**src/rtl/mac_result_buffer.sv**
```systemverilog
// mac_result_buffer
//   Accumulates N_TERMS unsigned products a_in*b_in into one dot-product
//   result. Each completed result is pushed into a small first-word-fall-through
//   FIFO, which drains through a valid/ready port.
//
// Handshake: a word moves on the output port in every cycle where
//   dout_valid=1 and dout_ready=1 at the same rising edge. dout_valid never
//   depends on dout_ready. dout holds the FIFO head whenever dout_valid=1.
//
// Ports:
//   clk          rising-edge clock
//   reset        asynchronous active-low reset
//   mac_clr      synchronous clear of accumulator and term counter (wins over mac_en)
//   mac_en       a_in/b_in hold a term this cycle
//   a_in, b_in   unsigned operands
//   dout         registered FIFO head
//   dout_valid   FIFO non-empty
//   dout_ready   consumer takes the head this cycle
//   result_done  one-cycle pulse per completed result (stored or dropped)
//   fifo_count   entries held, 0..DEPTH
//   fifo_full    fifo_count == DEPTH
//   overflow     sticky: a completed result was dropped; cleared only by reset
//   dbg_cnt      term counter, which is the accumulator's state
module mac_result_buffer #(
  parameter int DATA_W  = 8,
  parameter int ACC_W   = 20,
  parameter int N_TERMS = 3,
  parameter int DEPTH   = 4,
  localparam int CNT_W  = (N_TERMS > 1) ? $clog2(N_TERMS) : 1,
  localparam int PTR_W  = $clog2(DEPTH),
  localparam int FC_W   = PTR_W + 1
) (
  input  logic              clk,
  input  logic              reset,
  input  logic              mac_clr,
  input  logic              mac_en,
  input  logic [DATA_W-1:0] a_in,
  input  logic [DATA_W-1:0] b_in,
  output logic [ACC_W-1:0]  dout,
  output logic              dout_valid,
  input  logic              dout_ready,
  output logic              result_done,
  output logic [FC_W-1:0]   fifo_count,
  output logic              fifo_full,
  output logic              overflow,
  output logic [CNT_W-1:0]  dbg_cnt
);

  localparam logic [CNT_W-1:0] LAST   = CNT_W'(N_TERMS - 1);
  localparam logic [FC_W-1:0]  FC_MAX = FC_W'(DEPTH);

  // ---------------------------------------------------------------------------
  // Accumulator: the term counter is the state (0 = idle / first term).
  // ---------------------------------------------------------------------------
  logic [CNT_W-1:0]    cnt, cnt_nxt;
  logic [ACC_W-1:0]    acc, acc_nxt;
  logic [2*DATA_W-1:0] prod_full;
  logic [ACC_W-1:0]    product;
  logic [ACC_W-1:0]    result;
  logic                push_req;

  assign prod_full = a_in * b_in;
  assign product   = ACC_W'(prod_full);
  assign dbg_cnt   = cnt;

  always_ff @(posedge clk or negedge reset) begin
    if (!reset) begin
      cnt <= '0;
      acc <= '0;
    end else begin
      cnt <= cnt_nxt;
      acc <= acc_nxt;
    end
  end

  always_comb begin
    cnt_nxt  = cnt;
    acc_nxt  = acc;
    push_req = 1'b0;
    // acc is always zero at cnt=0, so this is also correct for N_TERMS=1.
    result   = acc + product;
    if (mac_clr) begin
      cnt_nxt = '0;
      acc_nxt = '0;
    end else if (mac_en) begin
      if (cnt == LAST) begin
        cnt_nxt  = '0;
        acc_nxt  = '0;
        push_req = 1'b1;
      end else if (cnt == '0) begin
        cnt_nxt = cnt + 1'b1;
        acc_nxt = product;
      end else begin
        cnt_nxt = cnt + 1'b1;
        acc_nxt = acc + product;
      end
    end
  end

  // ---------------------------------------------------------------------------
  // Result FIFO with a registered head.
  // ---------------------------------------------------------------------------
  logic [ACC_W-1:0] mem [DEPTH];
  logic [PTR_W-1:0] rd_ptr, wr_ptr, rd_nxt;
  logic             pop, push_ok, drop;

  assign dout_valid = (fifo_count != '0);
  assign fifo_full  = (fifo_count == FC_MAX);
  assign pop        = dout_valid & dout_ready;
  // A full FIFO still accepts a push when the head leaves in the same cycle.
  assign push_ok    = push_req & (~fifo_full | pop);
  assign drop       = push_req & fifo_full & ~pop;
  assign rd_nxt     = rd_ptr + 1'b1;

  always_ff @(posedge clk or negedge reset) begin
    if (!reset) begin
      for (int i = 0; i < DEPTH; i++) mem[i] <= '0;
      rd_ptr      <= '0;
      wr_ptr      <= '0;
      fifo_count  <= '0;
      dout        <= '0;
      overflow    <= 1'b0;
      result_done <= 1'b0;
    end else begin
      result_done <= push_req;
      overflow    <= overflow | drop;

      if (push_ok) begin
        mem[wr_ptr] <= result;
        wr_ptr      <= wr_ptr + 1'b1;
      end
      if (pop) rd_ptr <= rd_nxt;

      case ({push_ok, pop})
        2'b10:   fifo_count <= fifo_count + 1'b1;
        2'b01:   fifo_count <= fifo_count - 1'b1;
        default: fifo_count <= fifo_count;
      endcase

      // Head update. When the last entry leaves while a new one arrives, the
      // new result bypasses the array. With DEPTH >= 2, mem[rd_nxt] is never
      // the slot being written this cycle whenever it is read here.
      if (pop) begin
        if (fifo_count == FC_W'(1)) begin
          if (push_ok) dout <= result;
        end else begin
          dout <= mem[rd_nxt];
        end
      end else if (push_ok && fifo_count == '0) begin
        dout <= result;
      end
    end
  end

endmodule

```
**config.mk**
```make
export PLATFORM = sky130hd
export DESIGN_NAME = mac_result_buffer
export DESIGN_NICKNAME = d
export VERILOG_FILES = /design/src/rtl/mac_result_buffer.sv
export SDC_FILE = /design/constraint.sdc
export NUM_CORES = 1
export LEC_CHECK = 0
export BUFFER_PORTS_ARGS = -buffer_cell sky130_fd_sc_hd__clkbuf_2
export CAP_MARGIN = 40
export CORE_MARGIN = 1
export CORE_UTILIZATION = 45
export CTS_CLUSTER_SIZE = 28
export DETAILED_ROUTE_END_ITERATION = 6
export GPL_ROUTABILITY_DRIVEN = 0
export PLACE_DENSITY = 0.65
export SLEW_MARGIN = 20
export SYNTH_ARGS = -nofsm -noshare
export SYNTH_HDL_FRONTEND = slang
export SYNTH_SLANG_ARGS = --single-unit
```
**constraint.sdc**
```tcl
create_clock -name clk -period 7.6 [get_ports clk]
set_input_delay 0.76 -clock clk [delete_from_list [all_inputs] [get_ports clk]]
set_output_delay 0.76 -clock clk [all_outputs]
set_load 0.1 [all_outputs]
```
=== Yosys cells after proc, flatten, opt, wreduce, memory -nomap -nowiden ===
Index checks and enable logic that the tools add are counted.

* Register bits after elaboration: 131
* Bits in latches: 0
* RAM bits: 0
* Bits in read-only memories: 0
* Bits of input ports: 21
* Output and inout bits: 29
* Logic and storage cells: 68
* Memories: 0

* $add $sub $neg: 6
* Multipliers: 1
* Div/mod/pow operators: 0
* Order comparisons: 3
* Equal/unequal tests: 6
* Shifts and indexed selects: 0
* Multiplexer cells: 21
* Bitwise logic cells: 10
* Reductions and logical operators: 9

{| class="wikitable"
|+ Operator list
! cell !! count
|-
| 20-bit two-way mux || 11
|-
| 80-bit bitwise mux || 1
|-
| 20-bit binary-select mux with 2-bit select || 1
|-
| 20-bit demux with 2-bit select || 1
|-
| 20-bit by 16-bit adder with 20-bit output || 1
|-
| 8-bit by 8-bit multiplier with 16-bit output || 1
|-
| 2-bit by 1-bit adder with 2-bit output (second input constant) || 3
|-
| 3-bit >= comparator (second input constant) || 2
|-
| 2-bit two-way mux || 3
|-
| 2-bit inverter with 3-bit output || 2
|-
| 3-bit case mux with 2 select lines || 1
|-
| 2-bit nonzero test || 3
|-
| 1-bit AND || 4
|-
| 2-bit equality test (second input constant) || 2
|-
| 3-bit by 1-bit adder with 3-bit output (second input constant) || 1
|-
| 3-bit by 1-bit equality test with 1-bit output (second input constant) || 1
|-
| 3-bit equality test (second input constant) || 1
|-
| 3-bit logical NOT || 1
|-
| 3-bit by 1-bit less-than comparator with 1-bit output (second input constant) || 1
|-
| 1-bit two-way mux || 3
|-
| 3-bit != test (second input constant) || 1
|-
| 3-bit nonzero test || 1
|-
| 3-bit by 1-bit subtractor with 3-bit output (second input constant) || 1
|-
| 2-bit by 1-bit equality test with 1-bit output (second input constant) || 1
|-
| 5 further kinds || 8
|}

=== Depth between registers and ports, before layout ===
* Depth in word-level cells: 8
* Gate-level depth with buffers: 24
* Mapped depth without buffers: 22

=== Worst setup path after synthesis ===
OpenSTA, ideal clock, no wires.

* Path kind: input to register
* Start point: in a_in[0]
* End point: reg mem[56] (netlist bit)
* Library setup time: 125 ps
* Arrival: 6289 ps
* Data required time: 7475 ps
* Setup slack: 1186 ps
* Cell stages on the path: 21
* Path buffers: 0
* Cells stage by stage: nand2_1 fa_1 fa_1 inv_1 fa_1 inv_1 fa_1 inv_1 ha_1 a21o_1 a221oi_2 o21ai_2 and4b_1 or3b_2 ha_1 and4_1 nand2_1 a211o_1 and3_4 xnor2_2 mux2_2

* Longest elaborated chain between the ends: 3

{| class="wikitable"
|+ Ends and longest elaborated chain
! element !! RTL line !! source
|-
| from (decl) || 37 || <nowiki>input logic [DATA_W-1:0] a_in,</nowiki>
|-
| 8-bit by 8-bit multiplier with 16-bit output || 62 || <nowiki>assign prod_full = a_in * b_in;</nowiki>
|-
| 20-bit by 16-bit adder with 20-bit output || 81 || <nowiki>result = acc + product;</nowiki>
|-
| 80-bit bitwise mux || 129 || <nowiki>mem[wr_ptr] <= result;</nowiki>
|-
| to (signal, indexed assignment) || 129 ||
|-
| to (decl) || 103 || <nowiki>logic [ACC_W-1:0] mem [DEPTH];</nowiki>
|}

Every way passes these cells.
A chain may end at the register's enable or synchronous reset.

=== Worst setup path in the final report ===
* Start point: in a_in[0]
* End point: reg mem[16] (netlist bit)

Same word-level chain as after synthesis.

==> reports/results.txt <==
Worst Setup End Kind: flip-flop
Worst-margin pin slew: 766 ps
Layout cells sized above 1: 16.8%
Antenna violations before repair: 0
Ant. Diodes: 0
Mapped cell area: 9250 um2
Commonest non-fill, non-tap cell in the layout: dfrtp_1
Worst-path fanout max: 8
Worst Path Required: 7890 ps
Vias in the first global route: 6958
Routed via count: 6903
TritonCTS Buffers: 17
Slowest-stage cell, CP: fa_1
Setup violators final: 0
Slew Viols, Final: 0
Placed instance count: 1228
CTS root buf: clkbuf_16
Die Area: 21100 um2
CTS tree: built
All-Layer GR Usage: 21.5%
Setup WS post-layout: 1070 ps
WP data arrival: 6820 ps
Fmax: 153 MHz
Die Y: 145 um
Pleak: 4.94 nW
Commonest non-fill, non-tap cells in the layout: dfrtp_1, nand2_1, o21ai_0, inv_1, and2_1
Reg-to-Reg Start: fifo_count[0]$_DFFE_PN0P_
DR vias/cell: 5.47
Drt drc: 0
Yosys warns: 0
Startpoint Class: input pin
CTS Sinks: 131
Reg clk slew, reported paths: 60 ps
Post-synth EDFFs: 0
Clock buffer depth: 2
Worst flop-to-flop path endpoint: dout[19]$_DFFE_PN0P_
Port Buffers: 49
Routed wire per std cell: 17.1 um
Placement-stage worst setup slack: 687 ps
Crit path to: mem[16]$_DFFE_PN0P_
Pwr dens: 442 nW/um2
Setup CP Type: input pin to flip-flop
Synth cell types: 80
GR Overflow Total: 0
Relative slew margins: 48.7%
Levels on crit path: 22
Number of nets in the layout: 1098
Crit path buffers/inverters: 4
Flop2flop setup slack: 4000 ps
FFs w/ async S/R, synth: 100%
Starting Density: 45.8%
Final Cycle Share: 85.9%
Max_cap viols: 0
Cts hold-fix bufs: 0
Post-CTS Setup Inserts: 0
Core Area: 20200 um2
Syn_area_per_cell: 9.90 um2
Seq cells post-synth: 131
Post-layout util: 51.5%
Post-Layout Cell Count: 1261
Status: completed
Hold Violations, Final: 0
Crit path cell chain: clkbuf_2 > nand2_1 > fa_1 > fa_1 > inv_1 > fa_1 > inv_1 > fa_1 > inv_1 > ha_1 > a21o_1 > a221oi_2 > o21ai_2 > and4b_1 > or3b_2 > ha_1 > and4_1 > nand2_1 > a211o_1 > and3_4 > xnor2_2 > mux2_2
Max stage delay on crit path: 540 ps
DRT antenna net count: 0
CP delay by family, top: adder cells
Largest net degree at the start of global routing: 68
Crit path from: a_in[0]
Post-route total power: 4.59 mW
Clk_lat worst skew: 410 ps
Initial DRT Pass Iterations: 6
CTS H-tree depth: 4
# rows: 52
Clk_skew: 7.82 ps
Path category of the worst min-delay check: input pin to async pin
1st-iter DRT viols: 309
Synth Flop Type: dfrtp_1
Final WL: 21500 um
Maximum VDD drop: 0.225 mV
First-pass GRT wire length: 36300 um
Final critical-path required period: 6530 ps
Net count after synthesis: 1054
# IOs: 50
R2r worst-path depth: 14
Mapped Cells: 934
Sequential element share of the synthesized area: 35.5%
Syn-to-layout area delta: 12.2%
Die outline width: 145 um
DP HPWL: 15700 um
Total negative setup slack: 0 ps
Cell mode on critical path: fa_1
RSZ-0062 raised after global routing: no
Layout fillers: 1846
PostCTS Resize Cnt: 0
[power by group]
part           total [mW]  internal, mW  switching [mW]
sequential          0.992         0.884           0.108
combinational        2.83         0.909            1.92
clock               0.772         0.475           0.298
total                4.59          2.27            2.32
[sequential cells by signal, summed over array words and instances (netlist names)]
| name | cells |
|---|---|
| mem | 80 |
| overflow | 1 |
| acc | 20 |
| dbg_cnt | 2 |
| fifo_count | 3 |
| result_done | 1 |
| rd_ptr | 2 |
| dout | 20 |
| wr_ptr | 2 |
[routing by layer]
layer | up-vias | wire (um) | GRT usage [%]
li1 | 3375 | - | -
met1 | 3389 | 10400 | 30.0
met2 | 120 | 10300 | 35.1
met3 | 19 | 691 | 3.32
met4 | 0 | 223 | 5.84
met5 | - | 0 | 0
[cells in the mapped netlist (16+ instances only)]
library cell / number / share of area (%)
a21o_1: 17 / 1.4
a21oi_1: 40 / 2.2
and2_1: 63 / 4.3
clkbuf_1: 23 / 0.93
dfrtp_1: 131 / 35
fa_1: 37 / 8.0
ha_1: 62 / 8.4
inv_1: 67 / 2.7
mux2_2: 25 / 3.0
mux4_2: 20 / 4.9
nand2_1: 119 / 4.8
nand3_1: 16 / 0.87
nor2_1: 36 / 1.5
o21ai_0: 77 / 4.2
[area by class of cell]
cell class / instances / area [um2] / share of cell area [%]
Multi-Input combinational cell: 697 / 5540 / 53.4
Tap cell: 270 / 338 / 3.26
Clock buffer: 24 / 482 / 4.64
Sequential cell: 131 / 3280 / 31.6
Inverter: 67 / 251 / 2.42
Clock inverter: 8 / 76.3 / 0.735
Timing Repair Buffer: 64 / 412 / 3.97
[worst register-to-register path, delay by kind of cell (launching register included)]
family          cells  cell delay, ps
fa+ha+maj           2             540
simple gates        6            1500
buf+inv             3             430
compound gates      3             590
flops               1             430
[cells by family (layout without fill, tap and decap cells)]
family | Yosys count | after routing | synth area share, %
muxes | 47 | 47 | 8.13
AOI/OAI and AO/OA | 230 | 230 | 16.7
DFF | 131 | 131 | 35.5
adders and majority gates | 99 | 99 | 16.4
xor gates and xnor gates | 30 | 30 | 2.92
and+or+nand+nor | 291 | 291 | 15.8
buffers and inverters | 106 | 163 | 4.61
[stage by stage]
stage	area, um2	hold slack, ps
6_report	10400	324
5_1_grt	10400	382
4_1_cts	10400	352
3_5_place_dp	9800	449
3_3_place_gp	9740	440
2_1_floorplan	9250	443
[how the worst min path moves through the flow]
stage | startpoint | to | depth (start not counted)
final | reset | dout[9]$_DFFE_PN0P_ | 1
after global routing | reset | dout[9]$_DFFE_PN0P_ | 1
after CTS | reset | dout[9]$_DFFE_PN0P_ | 1
after detailed placement | overflow$_DFF_PN0_ | overflow$_DFF_PN0_ | 1
after global placement | overflow$_DFF_PN0_ | overflow$_DFF_PN0_ | 1
after floorplan | mem[39]$_DFFE_PN0P_ | mem[39]$_DFFE_PN0P_ | 2
(Power assumes the default switching activity.)
